[src/rtl/sampling_decimator_if.sv]
// rtl/sampling_decimator_if.sv - sample stream in / block average out bundle for sampling_decimator
//
// Purpose: groups the acquisition-side strobe/sample signals and the
// logger-side average/strobe signals of the boxcar decimator.
//
// Signals:
//   data_i    signed input sample                     (master -> slave)
//   valid_i   data_i is a sample this cycle           (master -> slave)
//   clear_i   abort the partial block                 (master -> slave)
//   log2_n_i  requested k, block length 2^k           (master -> slave)
//   data_o    rounded block average, held             (slave -> master)
//   valid_o   one-cycle strobe for a new data_o       (slave -> master)
//   busy_o    partial block in progress               (slave -> master)
//
// Modports: master = sample source / result sink, slave = decimator.

interface sampling_decimator_if #(
    parameter int WIDTH    = 16,
    parameter int MAX_LOG2 = 10
);
    localparam int KW = $clog2(MAX_LOG2 + 1);

    logic signed [WIDTH-1:0] data_i;
    logic                    valid_i;
    logic                    clear_i;
    logic [KW-1:0]           log2_n_i;
    logic signed [WIDTH-1:0] data_o;
    logic                    valid_o;
    logic                    busy_o;

    modport master (
        output data_i,
        output valid_i,
        output clear_i,
        output log2_n_i,
        input  data_o,
        input  valid_o,
        input  busy_o
    );

    modport slave (
        input  data_i,
        input  valid_i,
        input  clear_i,
        input  log2_n_i,
        output data_o,
        output valid_o,
        output busy_o
    );
endinterface

[src/rtl/sampling_decimator.sv]
// rtl/sampling_decimator.sv - boxcar decimator emitting rounded averages of 2^k-sample blocks
//
// Purpose: sums blocks of 2^k consecutive valid samples and emits one
// rounded (half toward +inf) block average per block. k is sampled from
// log2_n_i only at a block start and clamped to MAX_LOG2.
//
// Ports:
//   clk_i   single clock
//   rst_i   asynchronous active-high reset
//   bus     sampling_decimator_if.slave (data_i/valid_i/clear_i/log2_n_i in,
//           data_o/valid_o/busy_o out)

module sampling_decimator #(
    parameter int WIDTH    = 16,
    parameter int MAX_LOG2 = 10
) (
    input  logic                  clk_i,
    input  logic                  rst_i,
    sampling_decimator_if.slave   bus
);
    localparam int            KW    = $clog2(MAX_LOG2 + 1);
    localparam int            AW    = WIDTH + MAX_LOG2;
    localparam logic [KW-1:0] K_MAX = KW'(MAX_LOG2);

    // Registered state
    logic signed [AW-1:0]    acc_q;
    logic [MAX_LOG2-1:0]     cnt_q;
    logic [KW-1:0]           k_act_q;
    logic signed [WIDTH-1:0] data_q;
    logic                    valid_q;
    logic                    busy_q;

    // Next-state values
    logic signed [AW-1:0]    acc_d;
    logic [MAX_LOG2-1:0]     cnt_d;
    logic [KW-1:0]           k_act_d;
    logic signed [WIDTH-1:0] data_d;
    logic                    valid_d;
    logic                    busy_d;

    // Datapath helpers
    logic [KW-1:0]           k_req;
    logic [KW-1:0]           k_eff;
    logic                    blk_start;
    logic                    blk_last;
    logic [MAX_LOG2:0]       last_idx;
    logic signed [AW-1:0]    sample_ext;
    logic signed [AW-1:0]    sum;
    logic signed [AW:0]      round_term;
    logic signed [AW:0]      rounded;

    // Block bookkeeping and rounding arithmetic.
    always_comb begin
        k_req     = (bus.log2_n_i > K_MAX) ? K_MAX : bus.log2_n_i;
        blk_start = (cnt_q == '0);
        // A sample that both starts and ends a block must use the freshly
        // requested k, not the stale k_act from the previous block.
        k_eff     = blk_start ? k_req : k_act_q;

        // Index of the final sample of the block: 2^k - 1. One extra bit so
        // k = MAX_LOG2 does not wrap.
        last_idx  = ((MAX_LOG2 + 1)'(1) << k_eff) - (MAX_LOG2 + 1)'(1);
        blk_last  = ({1'b0, cnt_q} == last_idx);

        sample_ext = {{MAX_LOG2{bus.data_i[WIDTH-1]}}, bus.data_i};
        sum        = blk_start ? sample_ext : (acc_q + sample_ext);

        // Half-LSB bias for round-half-up; k = 0 is a plain passthrough.
        // One guard bit keeps sum + bias from overflowing at full scale.
        round_term = (k_eff == '0) ? '0 : ((AW + 1)'(1) << (k_eff - KW'(1)));
        rounded    = {sum[AW-1], sum} + round_term;
    end

    // Next-state logic.
    always_comb begin
        acc_d   = acc_q;
        cnt_d   = cnt_q;
        k_act_d = k_act_q;
        data_d  = data_q;
        valid_d = 1'b0;

        if (bus.clear_i) begin
            // Abort wins over a coincident sample; data_o keeps its value.
            acc_d = '0;
            cnt_d = '0;
        end else if (bus.valid_i) begin
            if (blk_start) begin
                k_act_d = k_req;
            end
            if (blk_last) begin
                acc_d   = '0;
                cnt_d   = '0;
                valid_d = 1'b1;
                // The average of WIDTH-bit samples always fits WIDTH bits.
                data_d  = WIDTH'(rounded >>> k_eff);
            end else begin
                acc_d = sum;
                cnt_d = cnt_q + MAX_LOG2'(1);
            end
        end

        busy_d = (cnt_d != '0);
    end

    // State register.
    always_ff @(posedge clk_i or posedge rst_i) begin
        if (rst_i) begin
            acc_q   <= '0;
            cnt_q   <= '0;
            k_act_q <= '0;
            data_q  <= '0;
            valid_q <= 1'b0;
            busy_q  <= 1'b0;
        end else begin
            acc_q   <= acc_d;
            cnt_q   <= cnt_d;
            k_act_q <= k_act_d;
            data_q  <= data_d;
            valid_q <= valid_d;
            busy_q  <= busy_d;
        end
    end

    assign bus.data_o  = data_q;
    assign bus.valid_o = valid_q;
    assign bus.busy_o  = busy_q;

endmodule

[src/flat_wrapper.sv]
// flat-port wrapper written by rule: the top's interface ports become plain ports
module sampling_decimator_flat 
#(
    parameter int WIDTH    = 16,
    parameter int MAX_LOG2 = 10
)
  (clk_i, rst_i, bus_data_i, bus_valid_i, bus_clear_i, bus_log2_n_i, bus_data_o, bus_valid_o, bus_busy_o);
  sampling_decimator_if #(.WIDTH(WIDTH), .MAX_LOG2(MAX_LOG2)) bus_i ();
  input  logic clk_i;
  input  logic rst_i;
  input wire logic [$bits(bus_i.data_i)-1:0] bus_data_i;
  input wire logic [$bits(bus_i.valid_i)-1:0] bus_valid_i;
  input wire logic [$bits(bus_i.clear_i)-1:0] bus_clear_i;
  input wire logic [$bits(bus_i.log2_n_i)-1:0] bus_log2_n_i;
  output wire logic [$bits(bus_i.data_o)-1:0] bus_data_o;
  output wire logic [$bits(bus_i.valid_o)-1:0] bus_valid_o;
  output wire logic [$bits(bus_i.busy_o)-1:0] bus_busy_o;
  assign bus_i.data_i = bus_data_i;
  assign bus_i.valid_i = bus_valid_i;
  assign bus_i.clear_i = bus_clear_i;
  assign bus_i.log2_n_i = bus_log2_n_i;
  assign bus_data_o = bus_i.data_o;
  assign bus_valid_o = bus_i.valid_o;
  assign bus_busy_o = bus_i.busy_o;
  sampling_decimator #(.WIDTH(WIDTH), .MAX_LOG2(MAX_LOG2)) u_core (.clk_i(clk_i), .rst_i(rst_i), .bus(bus_i));
endmodule
[config.mk]
export PLATFORM = sky130hd
export DESIGN_NAME = sampling_decimator_flat
export DESIGN_NICKNAME = d
export VERILOG_FILES = /design/src/rtl/sampling_decimator_if.sv /design/src/rtl/sampling_decimator.sv /design/src/flat_wrapper.sv
export SDC_FILE = /design/constraint.sdc
export NUM_CORES = 1
export LEC_CHECK = 0
export CORE_MARGIN = 5
export CORE_UTILIZATION = 60
export CTS_CLUSTER_SIZE = 12
export DETAILED_ROUTE_END_ITERATION = 6
export GPL_TIMING_DRIVEN = 0
export PLACE_DENSITY_LB_ADDON = 0.05
export SYNTH_ARGS = -nofsm -noshare
export SYNTH_HDL_FRONTEND = slang
export SYNTH_SLANG_ARGS = --single-unit
[constraint.sdc]
create_clock -name clk_i -period 7.56 [get_ports clk_i]
set_input_delay 1.512 -clock clk_i [delete_from_list [all_inputs] [get_ports clk_i]]
set_output_delay 1.512 -clock clk_i [all_outputs]
set_load 0.005 [all_outputs]
# Yosys cells after proc, flatten, opt, wreduce, memory -nomap -nowiden
# Cells that the tools add are included.
# W data, S select, Z words.
classes:
  add_sub_neg: 5
  order_cmp: 1
  eq_ne: 1
  n_shift: 3
  mux: 13
  n_bitwise: 1
  n_reduce_logical: 6
op_table:
  columns: ["op", "n"]
  rows:
  - ["$mux W26", 4]
  - ["$mux W10", 3]
  - ["$add A27 B27 Y27", 1]
  - ["$mux W27", 1]
  - ["$shl A1 B4 Y27 const A", 1]
  - ["$sshr A27 B4 Y16", 1]
  - ["$add A26 B16 Y26", 1]
  - ["$eq A10 B11 Y1", 1]
  - ["$shl A1 B4 Y11 const A", 1]
  - ["$sub A11 B2 Y11 const B", 1]
  - ["$add A10 B1 Y10 const B", 1]
  - ["$logic_not A10 Y1", 1]
  - ["$reduce_bool A10 Y1", 1]
  - ["$mux W4", 2]
  - ["$gt A4 B4 Y1 const B", 1]
  - ["$logic_not A4 Y1", 1]
  - ["$sub A4 B1 Y4 const B", 1]
  - ["$mux W1", 3]
  - ["$reduce_and A3 Y1", 1]
  - ["$reduce_and A2 Y1", 1]
  - ["$reduce_bool A2 Y1", 1]
  - ["$not A1 Y1", 1]
totals:
  register_bits: 58
  input_bits: 24
  out_inout_bits: 18
  elab_cells: 36

# Depth between registers and ports, before layout
# Gate-level depths: netlist of the first run.
logic_depth:
  depth_word: 10
  mapped_depth: 24
  depth_no_buf: 23

# Worst setup path after synthesis of the first run
# Ideal clock, no wire load.
synth_path:
  path_type: "input -> register"
  start: "input port bus_log2_n_i[3]"
  end: "register u_core.data_q[13], in the netlist u_core.bus.data_o[13]"
  setup_ns: 0.135
  t_arrival_ns: 6.002
  required_ns: 7.425
  slack_ns: 1.423
  stages: 19
  path_buffers: 4
  path_cell_list: "a21oi_1 > and4_1 > or2_1 > clkbuf_1 > clkbuf_1 > clkbuf_1 > clkbuf_1 > nor3_1 > ha_1 > or3_1 > o2111ai_1 > a21oi_1 > a211oi_1 > a211o_1 > nor4_1 > or3_1 > mux4_2 > a22oi_1 > o21ai_0"
synth_between:
  elab_chain_cells: 8
synth_rtl:
  columns: ["item", "line_no", "rtl"]
  rows:
  - ["start: declaration", "flat_wrapper.sv:14", "input wire logic [$bits(bus_i.log2_n_i)-1:0] bus_log2_n_i;"]
  - ["$gt A4 B4 Y1", "sampling_decimator.sv:54", "k_req = (bus.log2_n_i > K_MAX) ? K_MAX : bus.log2_n_i;"]
  - ["$mux W4 *", "sampling_decimator.sv:54", null]
  - ["$mux W4 *", "sampling_decimator.sv:58", "k_eff = blk_start ? k_req : k_act_q;"]
  - ["$sub A4 B1 Y4", "sampling_decimator.sv:70", "round_term = (k_eff == '0) ? '0 : ((AW + 1)'(1) << (k_eff - KW'(1)));"]
  - ["$shl A1 B4 Y27", "sampling_decimator.sv:70", null]
  - ["$mux W27", "sampling_decimator.sv:70", null]
  - ["$add A27 B27 Y27", "sampling_decimator.sv:71", "rounded = {sum[AW-1], sum} + round_term;"]
  - ["$sshr A27 B4 Y16", "sampling_decimator.sv:95", "data_d = WIDTH'(rounded >>> k_eff);"]
  - ["end signal: assignment", "sampling_decimator.sv:118", "data_q <= data_d;"]
  - ["end: declaration", "sampling_decimator.sv:29", "logic signed [WIDTH-1:0] data_q;"]
# Mark *: on every way between the ends. The rest lies on a longest branch, timed or not.
# A chain may end at the register's enable or synchronous reset.

# Final worst setup path of the first run
layout_path:
  start: "input port bus_log2_n_i[3]"
  end: "register u_core.data_q[12], in the netlist u_core.bus.data_o[12]"
# The elaborated chain is that of the path after synthesis.

==> tab_implementation.tex, run 1 <==
\begin{tabular}{lr}
\hline
Metric & Value \\
\hline
\multicolumn{2}{l}{\textbf{Critical path}} \\
Top Family by Delay on Critical Path & buffers and inverters \\
Critical Path End Type & register \\
Crit path max fanout & 10 \\
Peak per-stage delay on the critical path & 0.72 ns \\
CP most frequent cell & sky130\_fd\_sc\_hd\_\_a21oi\_1 \\
Crit start category & input pin \\
Arrival time of the worst setup path & 7.50 ns \\
Class of the most critical setup path & input pin to register \\
Slowest-stage cell, CP & sky130\_fd\_sc\_hd\_\_a2111oi\_0 \\
Critical path cell sequence & clkdlybuf4s50\_1, a21oi\_1, and4\_1, or2\_1, clkbuf\_1, clkbuf\_2, clkbuf\_2, clkbuf\_1, nor3\_1, ha\_1, o21a\_1, a2bb2oi\_1, o211ai\_1, a21oi\_1, nor4b\_4, buf\_4, buf\_4, nand2\_1, o41ai\_4, and3\_1, nor4\_1, a2111oi\_0, a21oi\_1 \\
Critical path buffers and inverters & 7 \\
Worst EP required & 7.76 ns \\
\multicolumn{2}{l}{\textbf{STA}} \\
Setup repair after global routing missed its margin & false \\
Transition time at the pin with the least slew margin & 1.075 ns \\
Minimum clock period & 7.299 ns \\
Final worst-path cycle share & 96.55\% \\
Number of endpoints with negative hold slack in the final report & 0 \\
Top achievable clock speed & 137.0 MHz \\
Post-route worst hold slack & 0.4702 ns \\
Worst rel slew slack & 27.75\% \\
Worst setup skew after layout & 0.005399 ns \\
Final setup violation count & 0 \\
Number of max-slew violations in the final report & 0 \\
\multicolumn{2}{l}{\textbf{Synth}} \\
Fraction of the mapped netlist area in simple logic gates & 24.67\% \\
Share of the synthesized netlist area taken by xor and xnor gates & 5.801\% \\
Top cells by area in the synthesized netlist & sky130\_fd\_sc\_hd\_\_dfrtp\_1 (20\%), sky130\_fd\_sc\_hd\_\_ha\_1 (7.8\%), sky130\_fd\_sc\_hd\_\_nand2\_1 (5.6\%), sky130\_fd\_sc\_hd\_\_o21ai\_0 (4.8\%), sky130\_fd\_sc\_hd\_\_a21oi\_1 (4.6\%) \\
Multiplexer share of the synthesized area & 2.910\% \\
Most common flop cell mapped by yosys & sky130\_fd\_sc\_hd\_\_dfrtp\_1 \\
Post-synthesis compound-gate area fraction & 33.08\% \\
Post-Synthesis Net Count & 1013 \\
Synthesized area per cell & 7.524 um\^{}2 \\
YS warnings & 0 \\
Summed instance area of the synthesized netlist & 0.007096 mm\^{}2 \\
Number of flops mapped to enable cells by yosys & 0 \\
Most numerous cell types in the synthesized netlist & sky130\_fd\_sc\_hd\_\_nand2\_1 (106), sky130\_fd\_sc\_hd\_\_nor2\_1 (70), sky130\_fd\_sc\_hd\_\_o21ai\_0 (68) \\
Post-synthesis sequential area ratio & 20.45\% \\
Cell type with the largest total area after synthesis & sky130\_fd\_sc\_hd\_\_dfrtp\_1 \\
Proportion of netlist area held by the largest area contributor & 20.45\% \\
Fraction of the mapped netlist area in adder cells & 8.323\% \\
Most frequent cell after synthesis & sky130\_fd\_sc\_hd\_\_nand2\_1 \\
Synthesized netlist cell count & 943 \\
Unique masters post-synth & 79 \\
Synth async-reset ratio & 100.0\% \\
Register bit total from synthesis & 58 \\
Combinational family with the most area after synthesis & compound AO/OA/AOI/OAI gates \\
\multicolumn{2}{l}{\textbf{Clock network}} \\
Clock Path Buffers & 2 \\
Clock-pin transition on the worst setup and hold timing paths & 0.05 ns \\
Clock tree sinks & 58 \\
Cts-stage hold buffer count & 0 \\
Number of levels the H-tree was split into & 3 \\
Source-to-sink clock delay at the later pin of the worst-skew pair & 0.35 ns \\
CTS buffer count & 9 \\
Clock root cell & sky130\_fd\_sc\_hd\_\_clkbuf\_16 \\
TritonCTS clock tree & built \\
\multicolumn{2}{l}{\textbf{Route}} \\
Iter 0 DRT Violations & 1043 \\
Number of nets with antenna violations after routing & 0 \\
DRC errors left & 0 \\
Routed via count & 7810 \\
Routed length per instance & 20.12 um \\
Number of iterations in the first detailed-routing pass & 5 \\
Routed WL & 23.05 mm \\
Vias per std cell & 6.815 \\
\multicolumn{2}{l}{\textbf{Floorplan}} \\
Vertical extent of the die & 118.7 um \\
Core ar. & 0.01152 mm\^{}2 \\
Overall die width & 118.7 um \\
Initial Utilization & 61.61\% \\
Area of the die & 0.01410 mm\^{}2 \\
Row count & 39 \\
Top Ports & 42 \\
\multicolumn{2}{l}{\textbf{Place}} \\
Number of buffer cells added on primary ports & 40 \\
Number of cells after detailed placement & 1127 \\
Global placement routability congestion & 1.069 \\
Final HPWL DP & 17.79 mm \\
\multicolumn{2}{l}{\textbf{Finish}} \\
Final Util & 69.97\% \\
Antenna diode count & 0 \\
Share of layout cells above drive strength 1 & 6.082\% \\
Area overhead of the layout relative to synthesis & 13.56\% \\
Number of nets in the final layout & 1068 \\
Fin cells & 1146 \\
\multicolumn{2}{l}{\textbf{GRT}} \\
Number of global-route vias before repair & 7256 \\
Met2 routing resource usage after global routing & 50.34\% \\
Met3 Usage GRT & 6.495\% \\
Number of antenna violations at the first check in global routing & 1 \\
Pin count of the biggest net entering global routing & 35 \\
Total routing usage reported by global routing & 32.32\% \\
Global-route wire length before repair & 37.20 mm \\
Met1 capacity usage during global routing & 44.88\% \\
Global routing's busiest layer & met2 \\
Total gr overflow & 0 \\
\multicolumn{2}{l}{\textbf{Power and ir drop}} \\
Leakage power of the design & 3.408 nW \\
Cell Pwr Density & 209.0 mW/mm\^{}2 \\
Worst VDD drop & 164.2 uV \\
\multicolumn{2}{l}{\textbf{Worst hold path}} \\
Path category of the worst min-delay check & register to register \\
\multicolumn{2}{l}{\textbf{Flow run}} \\
Maxcap violations & 0 \\
\multicolumn{2}{l}{\textbf{Outcome}} \\
Status & finished clean \\
\hline
\end{tabular}
repair_timing:
action / CTS / global route
buffers inserted: 0 / 3
setup endpoints to repair: 8 / 14
gates resized for setup: 1 / 16
power breakdown:
group | internal [W] | switching (W)
clock network | 0.000272 | 0.000155
logic | 0.000334 | 0.000571
registers | 0.000334 | 0.0000177
total | 0.000940 | 0.000744
worst min-delay path: cells and delay by family (launching register included):
kind	cells	cell delay, ns
simple gates	2	0.10
flops	1	0.34
sequential cells by signal (all words and copies together), names as in the netlist:
register / count
u_core.bus.data_o: 16
u_core.k_act_q: 4
u_core.acc_q: 26
u_core.bus.valid_o: 1
u_core.bus.busy_o: 1
u_core.cnt_q: 10
placed cells by master, fill, tap and decap left out, types with 6 or more instances in the layout:
cell / netlist / final
sky130_fd_sc_hd__a22o_1: 25 / 25
sky130_fd_sc_hd__buf_2: 9 / 9
sky130_fd_sc_hd__clkbuf_2: 0 / 6
sky130_fd_sc_hd__and2_1: 13 / 13
sky130_fd_sc_hd__and3_1: 13 / 13
sky130_fd_sc_hd__a211o_1: 9 / 9
sky130_fd_sc_hd__nand3_1: 29 / 29
sky130_fd_sc_hd__a21oi_1: 65 / 65
sky130_fd_sc_hd__nor2_1: 70 / 70
sky130_fd_sc_hd__o31ai_1: 11 / 11
sky130_fd_sc_hd__o211ai_1: 23 / 23
sky130_fd_sc_hd__mux2i_1: 15 / 15
sky130_fd_sc_hd__or3_1: 13 / 13
sky130_fd_sc_hd__a21boi_0: 7 / 7
sky130_fd_sc_hd__nor4_1: 8 / 8
sky130_fd_sc_hd__xnor2_1: 30 / 30
sky130_fd_sc_hd__dfrtp_1: 58 / 58
sky130_fd_sc_hd__a211oi_1: 21 / 20
sky130_fd_sc_hd__clkbuf_16: 0 / 9
sky130_fd_sc_hd__a221oi_1: 6 / 6
sky130_fd_sc_hd__o21ai_0: 68 / 66
sky130_fd_sc_hd__inv_1: 24 / 23
sky130_fd_sc_hd__nor3_1: 32 / 31
sky130_fd_sc_hd__nand4_1: 20 / 20
sky130_fd_sc_hd__and4_1: 6 / 6
sky130_fd_sc_hd__nor2b_1: 6 / 6
sky130_fd_sc_hd__ha_1: 44 / 44
sky130_fd_sc_hd__o21a_1: 15 / 15
sky130_fd_sc_hd__xor2_1: 17 / 17
sky130_fd_sc_hd__nand2_1: 106 / 106
sky130_fd_sc_hd__clkdlybuf4s50_1: 0 / 40
sky130_fd_sc_hd__nand2b_1: 8 / 8
sky130_fd_sc_hd__a31oi_1: 19 / 19
sky130_fd_sc_hd__clkbuf_1: 46 / 42
sky130_fd_sc_hd__a21o_1: 11 / 11
kinds of logic (layout without fill, tap and decap cells):
| logic type | after synthesis | in the layout |
|---|---|---|
| AOI/OAI and AO/OA | 338 | 338 |
| xor gates and xnor gates | 47 | 47 |
| adders and majority gates | 46 | 46 |
| buffers and inverters | 84 | 144 |
| DFF | 58 | 58 |
| muxes | 19 | 19 |
| other | 1 | 1 |
| and+or+nand+nor | 350 | 350 |
worst paths after layout:
check / from / to / slack [ns] / cells past startpoint
hold / removal: u_core.bus.data_o[7] / u_core.bus.data_o[7] / 0.47 / 2
setup reg to reg: u_core.cnt_q[7] / u_core.bus.data_o[8] / 0.52 / 25
max in group asynchronous: rst_i / u_core.bus.data_o[10] / 5.41 / 3
min in group asynchronous: rst_i / u_core.acc_q[23] / 1.56 / 2
setup / recovery: bus_log2_n_i[3] / u_core.bus.data_o[12] / 0.26 / 23
hold reg to reg: u_core.bus.data_o[7] / u_core.bus.data_o[7] / 0.47 / 2
layer usage:
metal	up-vias	share of wire (%)
li1	3684	-
met1	3671	44
met2	386	44
met3	67	9.7
met4	2	3.2
met5	-	0.056
area by class of cell:
cell class	count	area, um^2
multi-input combinational	801	5336
fill	1016	3458
sequential	58	1451
timing repair buffer	44	442.9
clock buffer	12	256.5
buffer	60	251.5
tap	143	178.9
inverter	24	90.09
clock inverter	4	50.05
metrics by stage:
step	cell area, um^2	setup slack [ns]	power [W]	setup TNS [ns]
floorplan	7096	1.423	0.0009918	0
global placement	7675	-0.5276	0.001214	-4.030
detailed placement	7695	-0.5222	0.001220	-4.028
CTS	8010	0.008197	0.001654	0
global route	8058	0.02344	0.001785	0
finish	8058	0.2611	0.001684	0
Power figures use the tool's default switching activity.
==> inputs of run 2 (changes only) <==
Settings changed: CORE_UTILIZATION 60 to 40.
==> run 2 against run 1 <==
Register-to-register slack gained 0.08 ns. Highest routed layer is now met4. Total power down 1.5%. Sequential power about the same. First-iteration DRC count decreased by 15%. Clock skew up 0.0051 ns. Maximum frequency rose by 1.9%. Worst hold slack improved by 0.0012 ns. Worst setup slack improved by 0.14 ns. Sequential share of layout area shrank 0.16 points. Clock power decreased by 7.7%.
==> tab_implementation.tex, run 2 (synthesized netlist as in run 1, its figures left out) <==
\begin{tabular}{lr}
\hline
Metric & Value \\
\hline
\multicolumn{2}{l}{\textbf{Clock network}} \\
CTS buffer count & 9 \\
Cts-stage hold buffer count & 0 \\
TritonCTS clock tree & built \\
Number of levels the H-tree was split into & 3 \\
Clock tree sinks & 58 \\
Clock root cell & sky130\_fd\_sc\_hd\_\_clkbuf\_16 \\
Source-to-sink clock delay at the later pin of the worst-skew pair & 0.35 ns \\
Clock Path Buffers & 2 \\
Clock-pin transition on the worst setup and hold timing paths & 0.06 ns \\
\multicolumn{2}{l}{\textbf{STA}} \\
Minimum clock period & 7.162 ns \\
Final worst-path cycle share & 94.74\% \\
Transition time at the pin with the least slew margin & 1.394 ns \\
Worst rel slew slack & 6.737\% \\
Total negative slack & 0 ns \\
Final setup violation count & 0 \\
Worst Slack Setup Final & 0.3976 ns \\
Setup repair after global routing missed its margin & false \\
Number of max-slew violations in the final report & 0 \\
Number of endpoints with negative hold slack in the final report & 0 \\
Top achievable clock speed & 139.6 MHz \\
Worst setup skew after layout & 0.01047 ns \\
\multicolumn{2}{l}{\textbf{Floorplan}} \\
Overall die width & 143.2 um \\
Initial Utilization & 40.88\% \\
Area of the die & 0.02050 mm\^{}2 \\
Vertical extent of the die & 143.2 um \\
Top Ports & 42 \\
Row count & 48 \\
Core ar. & 0.01736 mm\^{}2 \\
\multicolumn{2}{l}{\textbf{GRT}} \\
Met1 capacity usage during global routing & 35.72\% \\
Pin count of the biggest net entering global routing & 31 \\
Number of global-route vias before repair & 7072 \\
Global routing's busiest layer & met2 \\
Number of antenna violations at the first check in global routing & 0 \\
Met3 Usage GRT & 5.258\% \\
Global-route wire length before repair & 39.52 mm \\
Met2 routing resource usage after global routing & 37.24\% \\
Total routing usage reported by global routing & 24.65\% \\
Total gr overflow & 0 \\
\multicolumn{2}{l}{\textbf{Route}} \\
Iter 0 DRT Violations & 886 \\
DRC errors left & 0 \\
Number of nets with antenna violations after routing & 0 \\
Routed via count & 7634 \\
Routed WL & 24.98 mm \\
Number of iterations in the first detailed-routing pass & 7 \\
Routed length per instance & 20.33 um \\
Vias per std cell & 6.212 \\
\multicolumn{2}{l}{\textbf{Critical path}} \\
Worst setup path start & bus\_log2\_n\_i[3] \\
Arrival time of the worst setup path & 7.38 ns \\
Critical Path End Type & register \\
Worst EP required & 7.77 ns \\
Crit path max fanout & 10 \\
Launch instance of the worst register-to-register path & u\_core.cnt\_q[6] \\
Crit start category & input pin \\
Class of the most critical setup path & input pin to register \\
\multicolumn{2}{l}{\textbf{Power and ir drop}} \\
Leakage power of the design & 3.396 nW \\
Worst VDD drop & 120.6 uV \\
Cell Pwr Density & 204.2 mW/mm\^{}2 \\
\multicolumn{2}{l}{\textbf{Finish}} \\
Design Area, Final & 0.008128 mm\^{}2 \\
Max reg flops & 26 \\
Most used cells in the layout excluding fill and tap cells & sky130\_fd\_sc\_hd\_\_nand2\_1 (106), sky130\_fd\_sc\_hd\_\_nor2\_1 (70), sky130\_fd\_sc\_hd\_\_o21ai\_0 (67), sky130\_fd\_sc\_hd\_\_a21oi\_1 (65), sky130\_fd\_sc\_hd\_\_dfrtp\_1 (58) \\
Final Util & 46.83\% \\
Number of nets in the final layout & 1068 \\
Share of layout cells above drive strength 1 & 6.281\% \\
Register containing the most flip-flops in the final layout & u\_core.acc\_q \\
Most common cell after layout, fill and taps aside & sky130\_fd\_sc\_hd\_\_nand2\_1 \\
Area overhead of the layout relative to synthesis & 14.55\% \\
\multicolumn{2}{l}{\textbf{Place}} \\
Final HPWL DP & 19.53 mm \\
Post-Place Setup Slack & -0.6383 ns \\
Instance area at placement & 0.007797 mm\^{}2 \\
Global placement routability congestion & 0.9472 \\
Number of buffer cells added on primary ports & 40 \\
\multicolumn{2}{l}{\textbf{Flow run}} \\
Maxcap violations & 0 \\
\multicolumn{2}{l}{\textbf{Worst hold path}} \\
Hold path start & u\_core.bus.data\_o[3] \\
Path category of the worst min-delay check & register to register \\
\multicolumn{2}{l}{\textbf{Outcome}} \\
Status & finished clean \\
\hline
\end{tabular}
-- run 2: timing repair --
action	CTS	global route
endpoints found under the setup margin	13	15
buffers inserted	0	3
resized for setup	3	14
-- run 2: layout make-up --
type                    instances  area (um^2)
plain buffers                  60        252.7
inverters                      24        90.09
diodes                          1        2.502
multi-input cells             801         5335
clock inverters                 7        46.29
fillers                      1798         9229
repair buffers                 44        442.9
well taps                     225        281.5
flip-flops and latches         58         1451
clock buffers                   9        225.2
-- run 2: report_power, final --
group          total [W]  internal (W)  switching (W)
combinational   0.000914      0.000334       0.000580
sequential      0.000350      0.000334      0.0000160
clock           0.000395      0.000220       0.000175
-- run 2: path summary, 6_finish.rpt --
kind | end | slack (ns) | depth (start not counted)
worst min register to register | u_core.bus.data_o[3] | 0.47 | 2
worst min-delay path | u_core.bus.data_o[3] | 0.47 | 2
worst max-delay path | u_core.bus.data_o[13] | 0.40 | 20
worst max register to register | u_core.bus.data_o[13] | 0.60 | 23
max in group asynchronous | u_core.bus.busy_o | 5.33 | 3
min in group asynchronous | u_core.bus.data_o[15] | 1.61 | 2
-- run 2: per-layer routing --
layer	vias up	wire length, um	share of wire [%]
met1	3630	11880	48
met4	0	479	1.9
met2	266	10910	44
li1	3697	-	-
met5	-	0	0
met3	41	1707	6.8
-- run 2: stage by stage --
step | std cells | hold slack [ns] | power (W)
floorplan | 943 | 0.4502 | 0.0009918
global placement | 1208 | 0.4663 | 0.001239
detailed placement | 1209 | 0.4681 | 0.001239
CTS | 1225 | 0.4809 | 0.001641
global route | 1228 | 0.5050 | 0.001767
finish | 1229 | 0.4713 | 0.001660
-- run 2: worst max-delay path: stages --
cell,delay [ns]
sky130_fd_sc_hd__clkdlybuf4s50_1,0.53
sky130_fd_sc_hd__a21oi_1,0.08
sky130_fd_sc_hd__and4_1,0.23
sky130_fd_sc_hd__nor2_1,0.51
sky130_fd_sc_hd__clkbuf_1,0.43
sky130_fd_sc_hd__clkbuf_1,0.45
sky130_fd_sc_hd__nand2_1,0.23
sky130_fd_sc_hd__nor2_1,0.17
sky130_fd_sc_hd__ha_1,0.29
sky130_fd_sc_hd__nor2b_1,0.16
sky130_fd_sc_hd__o31a_1,0.30
sky130_fd_sc_hd__o2111ai_1,0.36
sky130_fd_sc_hd__a21oi_1,0.15
sky130_fd_sc_hd__a211oi_2,0.37
sky130_fd_sc_hd__a211o_1,0.23
sky130_fd_sc_hd__nor4_1,0.11
sky130_fd_sc_hd__or3_1,0.43
sky130_fd_sc_hd__mux4_2,0.53
sky130_fd_sc_hd__a22oi_1,0.20
sky130_fd_sc_hd__o21ai_0,0.09
